===== config.mk =====
export PLATFORM = sky130hd
export DESIGN_NAME = l2_ctrl_regs_flat
export DESIGN_NICKNAME = d
export VERILOG_FILES = /design/src/rtl/l2_ctrl_regs_if.sv /design/src/rtl/l2_ctrl_regs.sv /design/src/flat_wrapper.sv
export SDC_FILE = /design/constraint.sdc
export NUM_CORES = 1
export LEC_CHECK = 0
export CELL_PAD_IN_SITES_DETAIL_PLACEMENT = 1
export CELL_PAD_IN_SITES_GLOBAL_PLACEMENT = 1
export CORE_MARGIN = 8
export CORE_UTILIZATION = 30
export CTS_CLUSTER_DIAMETER = 80
export DETAILED_ROUTE_END_ITERATION = 8
export MAX_ROUTING_LAYER = met4
export PLACE_DENSITY = 0.83
export RECOVER_POWER = 100
export REMOVE_ABC_BUFFERS = 1
export SYNTH_ARGS = -nofsm -noshare
export SYNTH_HDL_FRONTEND = slang
export SYNTH_SLANG_ARGS = --single-unit

===== constraint.sdc =====
create_clock -name clk -period 1.7 [get_ports clk]
set_clock_uncertainty 0.15 [all_clocks]
set_input_delay 0.17 -clock clk [delete_from_list [all_inputs] [get_ports clk]]
set_output_delay 0.17 -clock clk [all_outputs]
set_load 0.1 [all_outputs]

===== src/rtl/l2_ctrl_regs_if.sv =====
// Port bundle between the L2 FSM and its control/status register bank.
// slave: register bank side (triggers in, state out); master: L2 FSM side.
// Widths derive from the same parameters as the register bank.
interface l2_ctrl_regs_if #(
  parameter int N_MSHR  = 8,
  parameter int N_FLAGS = 5,
  parameter int N_FWD   = 2,
  parameter int L2_SETS = 256,
  parameter int L2_WAYS = 8
);
  localparam int MB = $clog2(N_MSHR);
  localparam int CB = $clog2(N_MSHR + 1);
  localparam int FB = (N_FWD > 1) ? $clog2(N_FWD) : 1;
  localparam int SB = $clog2(L2_SETS);
  localparam int WB = $clog2(L2_WAYS);

  // MSHR credits
  logic          mshr_alloc;
  logic          mshr_free;
  logic [CB-1:0] mshr_cnt;
  logic          mshr_none_free;
  logic          mshr_all_free;
  logic          err_underflow;
  logic          err_overflow;
  // stall flags
  logic [N_FLAGS-1:0] flag_set;
  logic [N_FLAGS-1:0] flag_clr;
  logic [N_FLAGS-1:0] flags;
  // forward-stall tracker
  logic          fwd_alloc;
  logic [MB-1:0] fwd_alloc_entry;
  logic          fwd_alloc_ready;
  logic          mshr_clr_valid;
  logic [MB-1:0] mshr_clr_idx;
  logic          fwd_release;
  logic [FB-1:0] fwd_release_slot;
  logic          fwd_stall;
  logic          fwd_stall_ended;
  logic [FB-1:0] fwd_ended_slot;
  logic [MB-1:0] fwd_ended_entry;
  // flush walker
  logic          flush_start;
  logic          flush_step;
  logic          flush_abort;
  logic          ongoing_flush;
  logic [SB-1:0] flush_set;
  logic [WB-1:0] flush_way;
  logic          flush_done;

  modport slave (
    input  mshr_alloc, mshr_free, flag_set, flag_clr,
           fwd_alloc, fwd_alloc_entry, mshr_clr_valid, mshr_clr_idx,
           fwd_release, fwd_release_slot, flush_start, flush_step, flush_abort,
    output mshr_cnt, mshr_none_free, mshr_all_free, err_underflow, err_overflow,
           flags, fwd_alloc_ready, fwd_stall, fwd_stall_ended, fwd_ended_slot,
           fwd_ended_entry, ongoing_flush, flush_set, flush_way, flush_done
  );

  modport master (
    output mshr_alloc, mshr_free, flag_set, flag_clr,
           fwd_alloc, fwd_alloc_entry, mshr_clr_valid, mshr_clr_idx,
           fwd_release, fwd_release_slot, flush_start, flush_step, flush_abort,
    input  mshr_cnt, mshr_none_free, mshr_all_free, err_underflow, err_overflow,
           flags, fwd_alloc_ready, fwd_stall, fwd_stall_ended, fwd_ended_slot,
           fwd_ended_entry, ongoing_flush, flush_set, flush_way, flush_done
  );
endinterface


===== src/rtl/l2_ctrl_regs.sv =====
// L2 controller register bank: MSHR credit counter, stall flags, forward-stall tracker, flush walker.
// Ports: clk, rst (async active-low), bus (l2_ctrl_regs_if.slave) carrying all triggers and status.
// State updates one cycle after its trigger; derived status is combinational from registered state.
module l2_ctrl_regs #(
  parameter int N_MSHR  = 8,
  parameter int N_FLAGS = 5,
  parameter int N_FWD   = 2,
  parameter int L2_SETS = 256,
  parameter int L2_WAYS = 8
) (
  input logic            clk,
  input logic            rst,
  l2_ctrl_regs_if.slave  bus
);
  localparam int MB = $clog2(N_MSHR);
  localparam int CB = $clog2(N_MSHR + 1);
  localparam int FB = (N_FWD > 1) ? $clog2(N_FWD) : 1;
  localparam int SB = $clog2(L2_SETS);
  localparam int WB = $clog2(L2_WAYS);

  // ---------------- MSHR credit counter ----------------
  logic [CB-1:0] cnt;
  logic          err_under;
  logic          err_over;

  always_ff @(posedge clk or negedge rst) begin
    if (!rst) begin
      cnt       <= CB'(N_MSHR);
      err_under <= 1'b0;
      err_over  <= 1'b0;
    end else if (bus.mshr_alloc && !bus.mshr_free) begin
      if (cnt == '0) err_under <= 1'b1;
      else           cnt       <= cnt - 1'b1;
    end else if (bus.mshr_free && !bus.mshr_alloc) begin
      if (cnt == CB'(N_MSHR)) err_over <= 1'b1;
      else                    cnt      <= cnt + 1'b1;
    end
  end

  assign bus.mshr_cnt       = cnt;
  assign bus.mshr_none_free = (cnt == '0);
  assign bus.mshr_all_free  = (cnt == CB'(N_MSHR));
  assign bus.err_underflow  = err_under;
  assign bus.err_overflow   = err_over;

  // ---------------- stall flags (clear wins) ----------------
  logic [N_FLAGS-1:0] flag_q;

  always_ff @(posedge clk or negedge rst) begin
    if (!rst) flag_q <= '0;
    else      flag_q <= (flag_q | bus.flag_set) & ~bus.flag_clr;
  end

  assign bus.flags = flag_q;

  // ---------------- forward-stall tracker ----------------
  logic [N_FWD-1:0] slot_vld;
  logic [N_FWD-1:0] slot_ended;
  logic [MB-1:0]    slot_entry [N_FWD];
  logic [FB-1:0]    free_slot;
  logic [FB-1:0]    ended_slot;
  logic             alloc_go;

  // Descending scans so the lowest matching index is the one left standing.
  always_comb begin
    free_slot  = '0;
    ended_slot = '0;
    for (int i = N_FWD - 1; i >= 0; i--) begin
      if (!slot_vld[i])                 free_slot  = FB'(i);
      if (slot_vld[i] && slot_ended[i]) ended_slot = FB'(i);
    end
  end

  // Ready looks only at registered valids, so a slot released this cycle is not reusable yet.
  assign alloc_go = bus.fwd_alloc && bus.fwd_alloc_ready;

  always_ff @(posedge clk or negedge rst) begin
    if (!rst) begin
      slot_vld   <= '0;
      slot_ended <= '0;
      for (int i = 0; i < N_FWD; i++) slot_entry[i] <= '0;
    end else begin
      for (int i = 0; i < N_FWD; i++) begin
        if (alloc_go && free_slot == FB'(i)) begin
          // A retire of the same entry in the allocation cycle must not be lost.
          slot_vld[i]   <= 1'b1;
          slot_entry[i] <= bus.fwd_alloc_entry;
          slot_ended[i] <= bus.mshr_clr_valid && (bus.fwd_alloc_entry == bus.mshr_clr_idx);
        end else if (bus.fwd_release && bus.fwd_release_slot == FB'(i)) begin
          slot_vld[i]   <= 1'b0;
          slot_ended[i] <= 1'b0;
        end else if (slot_vld[i] && bus.mshr_clr_valid && slot_entry[i] == bus.mshr_clr_idx) begin
          slot_ended[i] <= 1'b1;
        end
      end
    end
  end

  assign bus.fwd_alloc_ready = ~&slot_vld;
  assign bus.fwd_stall       = |slot_vld;
  assign bus.fwd_stall_ended = |(slot_vld & slot_ended);
  assign bus.fwd_ended_slot  = ended_slot;
  assign bus.fwd_ended_entry = slot_entry[ended_slot];

  // ---------------- flush walker ----------------
  typedef enum logic {IDLE, WALK} flush_state_e;
  flush_state_e  state;
  logic [SB-1:0] set_q;
  logic [WB-1:0] way_q;
  logic          done_q;

  always_ff @(posedge clk or negedge rst) begin
    if (!rst) begin
      state  <= IDLE;
      set_q  <= '0;
      way_q  <= '0;
      done_q <= 1'b0;
    end else begin
      done_q <= 1'b0;
      case (state)
        IDLE: begin
          if (bus.flush_start) begin
            state <= WALK;
            set_q <= '0;
            way_q <= '0;
          end
        end
        WALK: begin
          if (bus.flush_abort) begin
            state <= IDLE;
            set_q <= '0;
            way_q <= '0;
          end else if (bus.flush_step) begin
            if (way_q == WB'(L2_WAYS - 1)) begin
              way_q <= '0;
              if (set_q == SB'(L2_SETS - 1)) begin
                state  <= IDLE;
                set_q  <= '0;
                done_q <= 1'b1;
              end else begin
                set_q <= set_q + 1'b1;
              end
            end else begin
              way_q <= way_q + 1'b1;
            end
          end
        end
        default: state <= IDLE;
      endcase
    end
  end

  assign bus.ongoing_flush = (state == WALK);
  assign bus.flush_set     = set_q;
  assign bus.flush_way     = way_q;
  assign bus.flush_done    = done_q;
endmodule

===== src/flat_wrapper.sv =====
// flat-port wrapper written by rule: the top's interface ports become plain ports
module l2_ctrl_regs_flat 
#(
  parameter int N_MSHR  = 8,
  parameter int N_FLAGS = 5,
  parameter int N_FWD   = 2,
  parameter int L2_SETS = 256,
  parameter int L2_WAYS = 8
)
  (clk, rst, bus_mshr_alloc, bus_mshr_free, bus_flag_set, bus_flag_clr, bus_fwd_alloc, bus_fwd_alloc_entry, bus_mshr_clr_valid, bus_mshr_clr_idx, bus_fwd_release, bus_fwd_release_slot, bus_flush_start, bus_flush_step, bus_flush_abort, bus_mshr_cnt, bus_mshr_none_free, bus_mshr_all_free, bus_err_underflow, bus_err_overflow, bus_flags, bus_fwd_alloc_ready, bus_fwd_stall, bus_fwd_stall_ended, bus_fwd_ended_slot, bus_fwd_ended_entry, bus_ongoing_flush, bus_flush_set, bus_flush_way, bus_flush_done);
  l2_ctrl_regs_if #(.N_MSHR(N_MSHR), .N_FLAGS(N_FLAGS), .N_FWD(N_FWD), .L2_SETS(L2_SETS), .L2_WAYS(L2_WAYS)) bus_i ();
  input logic clk;
  input logic rst;
  input wire logic [$bits(bus_i.mshr_alloc)-1:0] bus_mshr_alloc;
  input wire logic [$bits(bus_i.mshr_free)-1:0] bus_mshr_free;
  input wire logic [$bits(bus_i.flag_set)-1:0] bus_flag_set;
  input wire logic [$bits(bus_i.flag_clr)-1:0] bus_flag_clr;
  input wire logic [$bits(bus_i.fwd_alloc)-1:0] bus_fwd_alloc;
  input wire logic [$bits(bus_i.fwd_alloc_entry)-1:0] bus_fwd_alloc_entry;
  input wire logic [$bits(bus_i.mshr_clr_valid)-1:0] bus_mshr_clr_valid;
  input wire logic [$bits(bus_i.mshr_clr_idx)-1:0] bus_mshr_clr_idx;
  input wire logic [$bits(bus_i.fwd_release)-1:0] bus_fwd_release;
  input wire logic [$bits(bus_i.fwd_release_slot)-1:0] bus_fwd_release_slot;
  input wire logic [$bits(bus_i.flush_start)-1:0] bus_flush_start;
  input wire logic [$bits(bus_i.flush_step)-1:0] bus_flush_step;
  input wire logic [$bits(bus_i.flush_abort)-1:0] bus_flush_abort;
  output wire logic [$bits(bus_i.mshr_cnt)-1:0] bus_mshr_cnt;
  output wire logic [$bits(bus_i.mshr_none_free)-1:0] bus_mshr_none_free;
  output wire logic [$bits(bus_i.mshr_all_free)-1:0] bus_mshr_all_free;
  output wire logic [$bits(bus_i.err_underflow)-1:0] bus_err_underflow;
  output wire logic [$bits(bus_i.err_overflow)-1:0] bus_err_overflow;
  output wire logic [$bits(bus_i.flags)-1:0] bus_flags;
  output wire logic [$bits(bus_i.fwd_alloc_ready)-1:0] bus_fwd_alloc_ready;
  output wire logic [$bits(bus_i.fwd_stall)-1:0] bus_fwd_stall;
  output wire logic [$bits(bus_i.fwd_stall_ended)-1:0] bus_fwd_stall_ended;
  output wire logic [$bits(bus_i.fwd_ended_slot)-1:0] bus_fwd_ended_slot;
  output wire logic [$bits(bus_i.fwd_ended_entry)-1:0] bus_fwd_ended_entry;
  output wire logic [$bits(bus_i.ongoing_flush)-1:0] bus_ongoing_flush;
  output wire logic [$bits(bus_i.flush_set)-1:0] bus_flush_set;
  output wire logic [$bits(bus_i.flush_way)-1:0] bus_flush_way;
  output wire logic [$bits(bus_i.flush_done)-1:0] bus_flush_done;
  assign bus_i.mshr_alloc = bus_mshr_alloc;
  assign bus_i.mshr_free = bus_mshr_free;
  assign bus_i.flag_set = bus_flag_set;
  assign bus_i.flag_clr = bus_flag_clr;
  assign bus_i.fwd_alloc = bus_fwd_alloc;
  assign bus_i.fwd_alloc_entry = bus_fwd_alloc_entry;
  assign bus_i.mshr_clr_valid = bus_mshr_clr_valid;
  assign bus_i.mshr_clr_idx = bus_mshr_clr_idx;
  assign bus_i.fwd_release = bus_fwd_release;
  assign bus_i.fwd_release_slot = bus_fwd_release_slot;
  assign bus_i.flush_start = bus_flush_start;
  assign bus_i.flush_step = bus_flush_step;
  assign bus_i.flush_abort = bus_flush_abort;
  assign bus_mshr_cnt = bus_i.mshr_cnt;
  assign bus_mshr_none_free = bus_i.mshr_none_free;
  assign bus_mshr_all_free = bus_i.mshr_all_free;
  assign bus_err_underflow = bus_i.err_underflow;
  assign bus_err_overflow = bus_i.err_overflow;
  assign bus_flags = bus_i.flags;
  assign bus_fwd_alloc_ready = bus_i.fwd_alloc_ready;
  assign bus_fwd_stall = bus_i.fwd_stall;
  assign bus_fwd_stall_ended = bus_i.fwd_stall_ended;
  assign bus_fwd_ended_slot = bus_i.fwd_ended_slot;
  assign bus_fwd_ended_entry = bus_i.fwd_ended_entry;
  assign bus_ongoing_flush = bus_i.ongoing_flush;
  assign bus_flush_set = bus_i.flush_set;
  assign bus_flush_way = bus_i.flush_way;
  assign bus_flush_done = bus_i.flush_done;
  l2_ctrl_regs #(.N_MSHR(N_MSHR), .N_FLAGS(N_FLAGS), .N_FWD(N_FWD), .L2_SETS(L2_SETS), .L2_WAYS(L2_WAYS)) u_core (.clk(clk), .rst(rst), .bus(bus_i));
endmodule

# After elaboration in Yosys (flattened, before gate mapping)
# Index checks and enable logic that the tools add are counted.
[totals] regBits=34 in_bits=27 word_cells=113
[op_classes] add_sub_neg=4 order_cmp=1 eq_ne=11 muxes=43 bitwise=9 n_reduce_logical=31
[op_table] cell="8-bit 2-to-1 mux" count=5
[op_table] cell="1-bit 2-to-1 mux" count=24
[op_table] cell="3-bit 2-to-1 mux" count=7
[op_table] cell="4-bit 2-to-1 mux" count=4
[op_table] cell="8-bit case mux with 2 select lines" count=1
[op_table] cell="1-bit logical AND" count=14
[op_table] cell="3-bit == test" count=3
[op_table] cell="3-bit AND reduction" count=3
[op_table] cell="8-bit by 1-bit adder with 8-bit output (second input constant)" count=1
[op_table] cell="8-bit == test (second input constant)" count=1
[op_table] cell="3-bit != test (second input constant)" count=2
[op_table] cell="3-bit case mux with 2 select lines" count=1
[op_table] cell="2-bit AND reduction" count=3
[op_table] cell="2-bit nonzero test" count=3
[op_table] cell="3-bit nonzero test" count=2
[op_table] cell="5-bit bitwise AND" count=1
[op_table] cell="5-bit NOT" count=1
[op_table] cell="5-bit OR" count=1
[op_table] cell="4-bit by 1-bit adder with 4-bit output (second input constant)" count=1
[op_table] cell="4-bit == test (second input constant)" count=1
[op_table] cell="4-bit logical NOT" count=1
[op_table] cell="2-bit != test (second input constant)" count=2
[op_table] cell="1-bit NOT" count=4
[op_table] cell="2-bit OR reduction" count=2
[op_table] cell="other kinds (9)" count=11

# Logic depth before layout (Yosys ltp)
# Gate-level depths: netlist of the first run.
[logic_depth] depth_word=7 mapped_depth=7 depth_no_buf=6

# Worst setup path before layout of the first run
# OpenSTA, ideal clock, no wires.
[synth_path] path_type="reg-to-reg" startpoint="register u_core.cnt[1], in the netlist u_core.bus.mshr_cnt[1]" endpoint="register u_core.cnt[0], in the netlist u_core.bus.mshr_cnt[0]" setup_ns=0.167 t_arrival_ns=4.687 required_time_ns=1.383 setup_slack_ns=-3.304 path_stages_with_launch=5 path_buffers=1 period_less_slack_ns=5.004 path_cell_list="dfrtp_1 > clkbuf_1 > nor4_1 > o22ai_1 > xor2_1"
[synth_between] elab_chain_len=3 elab_cells_between_ends=5 cone_classes="eq/ne: 3; reduce/logical: 2"
[synth_rtl] element="from (decl)" line_no="l2_ctrl_regs.sv:22" rtl="logic [CB-1:0] cnt;"
[synth_rtl] element="from (signal assigned)" line_no="l2_ctrl_regs.sv:28" rtl="cnt <= CB'(N_MSHR);"
[synth_rtl] element="from (signal assigned)" line_no="l2_ctrl_regs.sv:33" rtl="else cnt <= cnt - 1'b1;"
[synth_rtl] element="from (signal assigned)" line_no="l2_ctrl_regs.sv:36" rtl="else cnt <= cnt + 1'b1;"
[synth_rtl] element="4-bit logical NOT"
[synth_rtl] element="via bus_mshr_none_free" line_no="flat_wrapper.sv:28" rtl="output wire logic [$bits(bus_i.mshr_none_free)-1:0] bus_mshr_none_free;"
[synth_rtl] element="2-bit != test (no source line)"
[synth_rtl] element="3-bit AND reduction (no source line)"
# The timed path passes the listed nets, and every way through them passes these cells.
# A chain may end at the register's enable or synchronous reset.

# Worst setup path after layout of the first run
[layout_path] startpoint="register u_core.way_q[1], in the netlist u_core.bus.flush_way[1]" endpoint="register u_core.set_q[5], in the netlist u_core.bus.flush_set[5]"
[layout_between] elab_chain_len=3
[layout_rtl] element="from (decl)" line_no="l2_ctrl_regs.sv:109" rtl="logic [WB-1:0] way_q;"
[layout_rtl] element="from (signal assigned)" line_no="l2_ctrl_regs.sv:144" rtl="way_q <= way_q + 1'b1;"
[layout_rtl] element="3-bit == test" line_no="l2_ctrl_regs.sv:134" rtl="if (way_q == WB'(L2_WAYS - 1)) begin"
[layout_rtl] element="3-bit != test (no source line)"
[layout_rtl] element="3-bit AND reduction (no source line)"
[layout_rtl] element="to (signal assigned)" line_no="l2_ctrl_regs.sv:141" rtl="set_q <= set_q + 1'b1;"
[layout_rtl] element="to (decl)" line_no="l2_ctrl_regs.sv:108" rtl="logic [SB-1:0] set_q;"
# Every way passes these cells.

==> results.yml, run 1 <==
outcome:
  status: "complete, but fails checks"
  violations: "setup timing"
placement:
  dp_cells: 330
  io_buffer_count: 59
  hpwl_um: 4360
  gp_congestion: 0.844
layout:
  syn_to_final_growth_pct: 75.5
  postLayoutCoreUtil_pct: 53.4
  finalNetCount: 306
  fill_cells: 616
  final_cell_count_no_fill: 351
  drive_gt1_share_pct: 40.6
  num_antenna_cells: 0
critical_path:
  worst-path-max-fanout: 4
  crit_type: "reg -> reg"
  start_kind: "register"
  arrival_ns: 1.84
  rr_worst_depth: 6
  worstPathRequired_ns: 1.76
  cp-end-kind: "register"
logic_synthesis:
  ys_ff_latch: 34
  synth_area_per_cell_um2: 10.1
  ys_seq_area_share_pct: 48.4
  async_reset_ff_share_pct: 100
  synth-edff-count: 0
  ys.flop_type: "dfrtp_1"
  ys_types: 41
  syn_area_mm2: 0.00176
  synthCells: 174
  ys_warn_count: 0
route:
  antenna_left: 0
  drc: 0
  dr.first_iter.drc_count: 36
  vias_per_cell: 4.83
  drtPass1Iterations: 4
  post_drt_wl_per_cell_um: 16.5
  wl_um: 5790
  via_count: 1696
global_route:
  grt_use_met2_pct: 25.0
  met1_usage_pct: 15.1
  first_global_vias: 1884
  top_usage_layer: "met2"
  grt_max_degree: 35
  antenna_found_initial: 0
  grt_remaining_overflow: 0
  grtUsageTotal_pct: 14.1
  grt.met3_usage_pct: 3.80
  grt_pass1_wl_um: 9510
sta:
  worst_pin_slew_ns: 0.871
  relSlewSlack_pct: 42.0
  rsz0062_at_grt: "yes"
  setup_violations: 7
  fin_ws_ns: -0.0872
  hold_slack_ns: 0.274
  post-route-period-util_pct: 105
  fin_crit_ns: 1.79
  drv_slew: 0
  hold_violations: 0
  fmax_ghz: 0.560
power_and_ir_drop:
  powerDensity_mw_per_mm2: 1520
  leakage_nw: 1.41
  vdd_drop_max_v: 0.000670
floorplanning:
  top_level_ports: 60
  die_w_um: 92.6
  die_y_um: 92.6
  start_util_pct: 30.4
  core_mm2: 0.00578
  die_area_mm2: 0.00857
  row_count: 28
clock_network:
  cts_root_buf: "clkbuf_8"
  cts_tree: "done"
  clk_latency_ns: 0.28
  h-tree-depth: 2
  clock_sinks: 34
  clk_pin_slew_ns: 0.08
  cts_max_path_buffers: 2
  cts_buffers: 5
  ctsHoldBuffers: 0
hold_path:
  hp-class: "in -> reg"
  hold_depth: 2
flow_run:
  cap_violations: 0
worst paths after layout:
path                                           from                  endpoint  slack, ns
max                         u_core.bus.flush_way[1]   u_core.bus.flush_set[5]      -0.09
min                                 bus_flag_clr[4]       u_core.bus.flags[4]       0.27
max reg2reg                 u_core.bus.flush_way[1]   u_core.bus.flush_set[5]      -0.09
min reg2reg                u_core.bus.err_underflow  u_core.bus.err_underflow       0.33
max in group asynchronous                       rst    u_core.bus.mshr_cnt[2]       0.41
min in group asynchronous                       rst      u_core.slot_entry[0]       0.40
logic make-up (layout without fill, tap and decap cells):
kind of cell	Yosys count	after routing	synth area share, %
AO/OA/AOI/OAI	27	27	10.7
XOR/XNOR	16	16	7.97
adder cells (fa/ha/maj)	4	4	2.85
buffers and inverters	7	109	2.35
flip-flops	34	34	48.4
multiplexers	10	10	6.26
AND/OR/NAND/NOR	76	76	21.5
power breakdown:
part           internal, mW  total, mW  switching [mW]
clock network         0.284      0.574           0.290
registers             0.996       1.21           0.209
logic                  1.13       2.90            1.77
total                  2.41       4.68            2.27
synthesized netlist by cell type (3+ instances only):
cell	n	share of area (%)
nand2b_1	4	1.4
mux2_2	8	5.1
nand3_1	5	1.4
xnor2_1	7	3.5
nor4_1	3	1.1
dfrtp_1	33	47
nor2_1	18	3.8
or4_1	3	1.3
a21oi_1	3	0.85
a211oi_1	3	1.3
inv_1	4	0.85
nand2_1	28	6.0
xor2_1	9	4.5
o21ai_0	5	1.4
o22ai_1	3	1.1
ha_1	4	2.8
nand4_1	3	1.1
through the flow:
step | setup TNS, ns | setup slack (ns) | total power, mW | instance area, µm²
4_1_cts | -0.277 | -0.0858 | 4.73 | 3160
3_3_place_gp | -0.810 | -0.327 | 3.92 | 2950
6_report | -0.254 | -0.0872 | 4.68 | 3090
2_1_floorplan | -23.60 | -3.21 | 2.81 | 1730
3_5_place_dp | -1.41 | -0.456 | 4.01 | 2950
5_1_grt | -0.804 | -0.151 | 4.92 | 3090
metal layers:
metal / up-vias / wire length [µm]
met5: - / 0
met4: 0 / 52
met3: 6 / 375
met2: 42 / 2990
met1: 834 / 2370
li1: 814 / -
repair_timing:
action,in CTS,in global routing
buffers inserted,7,6
gates cloned,0,0
setup endpoints to repair,12,16
gates resized for setup,20,18
pin swaps,11,4
cell type report:
cell class | count | area, µm² | area share (%)
clock inverter | 2 | 10.0 | 0.324
clock buffer | 6 | 72.6 | 2.35
timing repair buffer | 97 | 1040 | 33.6
sequential | 34 | 855 | 27.7
tap | 75 | 93.8 | 3.04
multi-input combinational | 133 | 1000 | 32.5
inverter | 4 | 15.0 | 0.486
cell usage in the layout, fill, tap and decap left out, types with 3 or more instances in the layout:
cell / n
a21oi_1: 3
buf_12: 21
buf_4: 31
buf_6: 5
clkbuf_2: 12
clkbuf_8: 5
clkdlybuf4s50_1: 23
dfrtp_1: 31
inv_1: 4
mux2_2: 5
mux2_4: 3
nand2_1: 26
nand2b_1: 3
nand3_1: 4
nand4_1: 3
nor2_1: 14
nor2_2: 4
o21ai_0: 4
or4_1: 3
xnor2_1: 6
xor2_1: 9
worst max-delay path, cell delays in order, from the launching register on:
cell     delay [ns]
dfrtp_1        0.36
ha_2           0.19
ha_4           0.14
nand2_4        0.05
a21o_4         0.22
or4_1          0.46
a21oi_1        0.14
flip-flops by register name (all words and copies together), names as in the netlist, 2 cells and up:
signal / cells
u_core.bus.flush_way: 3
u_core.slot_entry: 6
u_core.bus.flags: 5
u_core.slot_vld: 2
u_core.bus.flush_set: 8
u_core.bus.mshr_cnt: 4
u_core.slot_ended: 2
(Power assumes the default switching activity.)
==> inputs of run 2 (changes only) <==
--- a/config.mk
+++ b/config.mk
@@ -5,6 +5,7 @@
 export SDC_FILE = /design/constraint.sdc
 export NUM_CORES = 1
 export LEC_CHECK = 0
+export ABC_CLOCK_PERIOD_IN_PS = 1700
 export CELL_PAD_IN_SITES_DETAIL_PLACEMENT = 1
 export CELL_PAD_IN_SITES_GLOBAL_PLACEMENT = 1
 export CORE_MARGIN = 8
==> results of run 2 <==
Same layout as run 1: the final DEF is identical, and so are final timing and power.
==> inputs of run 3 (changes only) <==
--- a/config.mk
+++ b/config.mk
@@ -5,11 +5,12 @@
 export SDC_FILE = /design/constraint.sdc
 export NUM_CORES = 1
 export LEC_CHECK = 0
+export ABC_AREA = 1
 export ABC_CLOCK_PERIOD_IN_PS = 1700
 export CELL_PAD_IN_SITES_DETAIL_PLACEMENT = 1
 export CELL_PAD_IN_SITES_GLOBAL_PLACEMENT = 1
 export CORE_MARGIN = 8
-export CORE_UTILIZATION = 30
+export CORE_UTILIZATION = 29
 export CTS_CLUSTER_DIAMETER = 80
 export DETAILED_ROUTE_END_ITERATION = 8
 export MAX_ROUTING_LAYER = met4
==> run 3 against run 2 <==
The run now ends clean. Final cell count grew 20%. Core utilization shrank 6.2 points. Die area increased by 7.2%. Via count is 17% higher. Worst hold slack got worse by 0.011 ns. Area after synthesis rose by 5.1%. Flip-flop and latch count unchanged. Non-clock buffer count is 8 lower. Total power grew 14%. First-iteration DRC count up 2.8%. Register-to-register slack improved by 0.098 ns. Critical path type is now reg -> out. Largest cell class is now multi-input gates. Highest routed layer unchanged.
==> results.yml, run 3 <==
outcome:
  status: "completed"
route:
  drtPass1Iterations: 4
  dr.first_iter.drc_count: 37
  post_drt_wl_per_cell_um: 15.2
  drc: 0
  antenna_left: 0
  wl_um: 6400
  via_count: 1977
  vias_per_cell: 4.71
global_route:
  first_global_vias: 2245
  grt_pass1_wl_um: 10200
  grt_remaining_overflow: 0
  grt_max_degree: 21
  antenna_found_initial: 0
  grtUsageTotal_pct: 14.3
logic_synthesis:
  synth_area_per_cell_um2: 7.52
  ys_types: 22
  muxShareOfSynthArea_pct: 0
  synthCells: 246
  ys_warn_count: 0
  yosys.area_share.xor_xnor_pct: 2.84
  synth_fa_ha_area_share_pct: 2.71
  synth_top_area_share_pct: 44.7
  synth.most_common_cell: "nand2_1"
  yosysTopAreaCell: "dfrtp_1"
  ys_seq_area_share_pct: 46.1
  synth_top_family_by_area: "simple AND/OR/NAND/NOR gates"
  ys_ff_latch: 34
  synth-edff-count: 0
  synth_common_cells: "nand2_1, inv_1, dfrtp_1, nor2_1, o21ai_0"
  async_reset_ff_share_pct: 100
  synth-simple-area-share_pct: 28.4
  synthTopCellsByArea: "dfrtp_1, nand2_1, inv_1, o21ai_0, nor2_1"
  syn_area_mm2: 0.00185
  synth_compound_area_share_pct: 11.0
  ys.flop_type: "dfrtp_1"
layout:
  num_antenna_cells: 0
  finalNetCount: 373
  final_cell_mix: "nand2_1, inv_1, dfrtp_1"
  drive_gt1_share_pct: 27.4
  largest_reg_flops: 8
  syn_to_final_growth_pct: 59.2
  postLayoutCoreUtil_pct: 47.2
  final_common_cell: "nand2_1"
sta:
  fin_crit_ns: 1.69
  relSlewSlack_pct: 39.7
  fmax_ghz: 0.592
  setup_violations: 0
  drv_slew: 0
  post-route-period-util_pct: 99.4
  hold_violations: 0
  fin_ws_ns: 0.0104
  rsz0062_at_grt: "yes"
  worst_pin_slew_ns: 0.905
hold_path:
  hp-class: "in -> reg"
  hold_depth: 2
clock_network:
  clock_sinks: 34
  clk_pin_slew_ns: 0.07
  h-tree-depth: 2
  cts_tree: "done"
  clk_latency_ns: 0.28
  cts_root_buf: "clkbuf_8"
  cts_buffers: 5
  cts_max_path_buffers: 2
placement:
  place_ws_ns: -0.0883
  hpwl_um: 5000
  io_buffer_count: 59
  gp_congestion: 0.831
power_and_ir_drop:
  power_mw: 5.34
  p_seq_share_pct: 23.3
  combPwrFrac_pct: 62.8
  powerDensity_mw_per_mm2: 1810
  swShare_pct: 53.9
  clkPwrFrac_pct: 13.9
  power.switching_mw: 2.88
  leakage_nw: 1.49
  vdd_drop_max_v: 0.00158
  p_int_mw: 2.46
critical_path:
  rr_worst_depth: 8
  start_kind: "register"
  arrival_ns: 1.37
  crit_type: "reg -> out"
  worst-path-max-fanout: 7
  cp-end-kind: "primary output"
  worstPathRequired_ns: 1.38
floorplanning:
  row_count: 29
  die_w_um: 95.9
  top_level_ports: 60
  start_util_pct: 29.6
  die_area_mm2: 0.00919
  core_mm2: 0.00624
  die_y_um: 95.9
flow_run:
  cap_violations: 0
[run 3: cell count changes after synthesis, moves of 4 or more]
cell,before,now
nor2_1,18,28
o21ai_0,5,23
mux2_2,8,0
nand3_1,5,19
nand2_2,0,6
xnor2_1,7,0
inv_1,4,43
nand2b_1,4,0
nand2_1,28,62
[run 3: kinds of logic (layout without fill, tap and decap cells)]
logic type	Yosys count	after routing
simple gates	123	123
buf+inv	44	141
compound gates	35	35
flops	34	34
xor+xnor	6	6
fa+ha+maj	4	4
[run 3: what timing repair did]
action / in CTS / in global routing
hold endpoints to repair: 33 / 0
buffers inserted: 1 / 8
gates resized for setup: 14 / 14
hold buffers: 1 / 0
pin swaps: 2 / 9
setup endpoints to repair: 5 / 16
[run 3: power by group through the flow]
stage / clock (mW) / sequential, mW / combinational, mW
final: 0.744 / 1.24 / 3.35
after global placement: 0 / 1.27 / 3.45
after CTS: 0.760 / 1.29 / 3.59
after global routing: 0.788 / 1.27 / 3.54
after floorplan: 0 / 2.03 / 1.35
after detailed placement: 0 / 1.29 / 3.53
[run 3: worst max-delay path, cell delays in order (launching register included)]
cell     delay [ns]
dfrtp_2        0.44
a21oi_2        0.15
buf_6          0.16
nand2_2        0.06
o21ai_2        0.08
buf_12         0.20
[run 3: area by class of cell]
type                       instances  area [µm²]
fill                             793        3300
multi-input combinational        168         890
sequential                        34         855
timing repair buffer              89         830
inverter                          44         165
tap                               77        96.3
clock buffer                       5        68.8
clock inverter                     3        40.0
[run 3: path summary, 6_finish.rpt]
kind	slack, ns	end	startpoint
min in group asynchronous	0.38	u_core.bus.flush_done	rst
worst min register to register	0.33	u_core.bus.err_underflow	u_core.bus.err_underflow
max in group asynchronous	0.32	u_core.bus.mshr_cnt[3]	rst
worst max-delay path	0.01	bus_fwd_ended_entry[0]	u_core.slot_vld[0]
worst min-delay path	0.26	u_core.bus.flags[4]	bus_flag_clr[4]
worst max register to register	0.01	u_core.bus.flush_set[2]	u_core.bus.flush_way[0]
[run 3: stage by stage]
| stage | hold slack, ns | setup TNS (ns) | area [µm²] | cells |
|---|---|---|---|---|
| 2_1_floorplan | -0.276 | -18.43 | 1850 | 246 |
| 3_3_place_gp | -0.0386 | -0.0187 | 3020 | 402 |
| 3_5_place_dp | -0.0365 | -0.343 | 3020 | 402 |
| 4_1_cts | 0.185 | -0.0267 | 3180 | 412 |
| 5_1_grt | 0.267 | -0.508 | 2940 | 420 |
| 6_report | 0.263 | 0 | 2940 | 420 |
[run 3: per-layer routing]
layer	track usage, %	up-vias	part of all wire (%)	wire (µm)
li1	-	962	-	-
met1	15.6	950	42	2670
met2	25.0	55	52	3350
met3	3.98	10	4.7	299
met4	3.33	0	1.3	81
met5	-	-	0	0
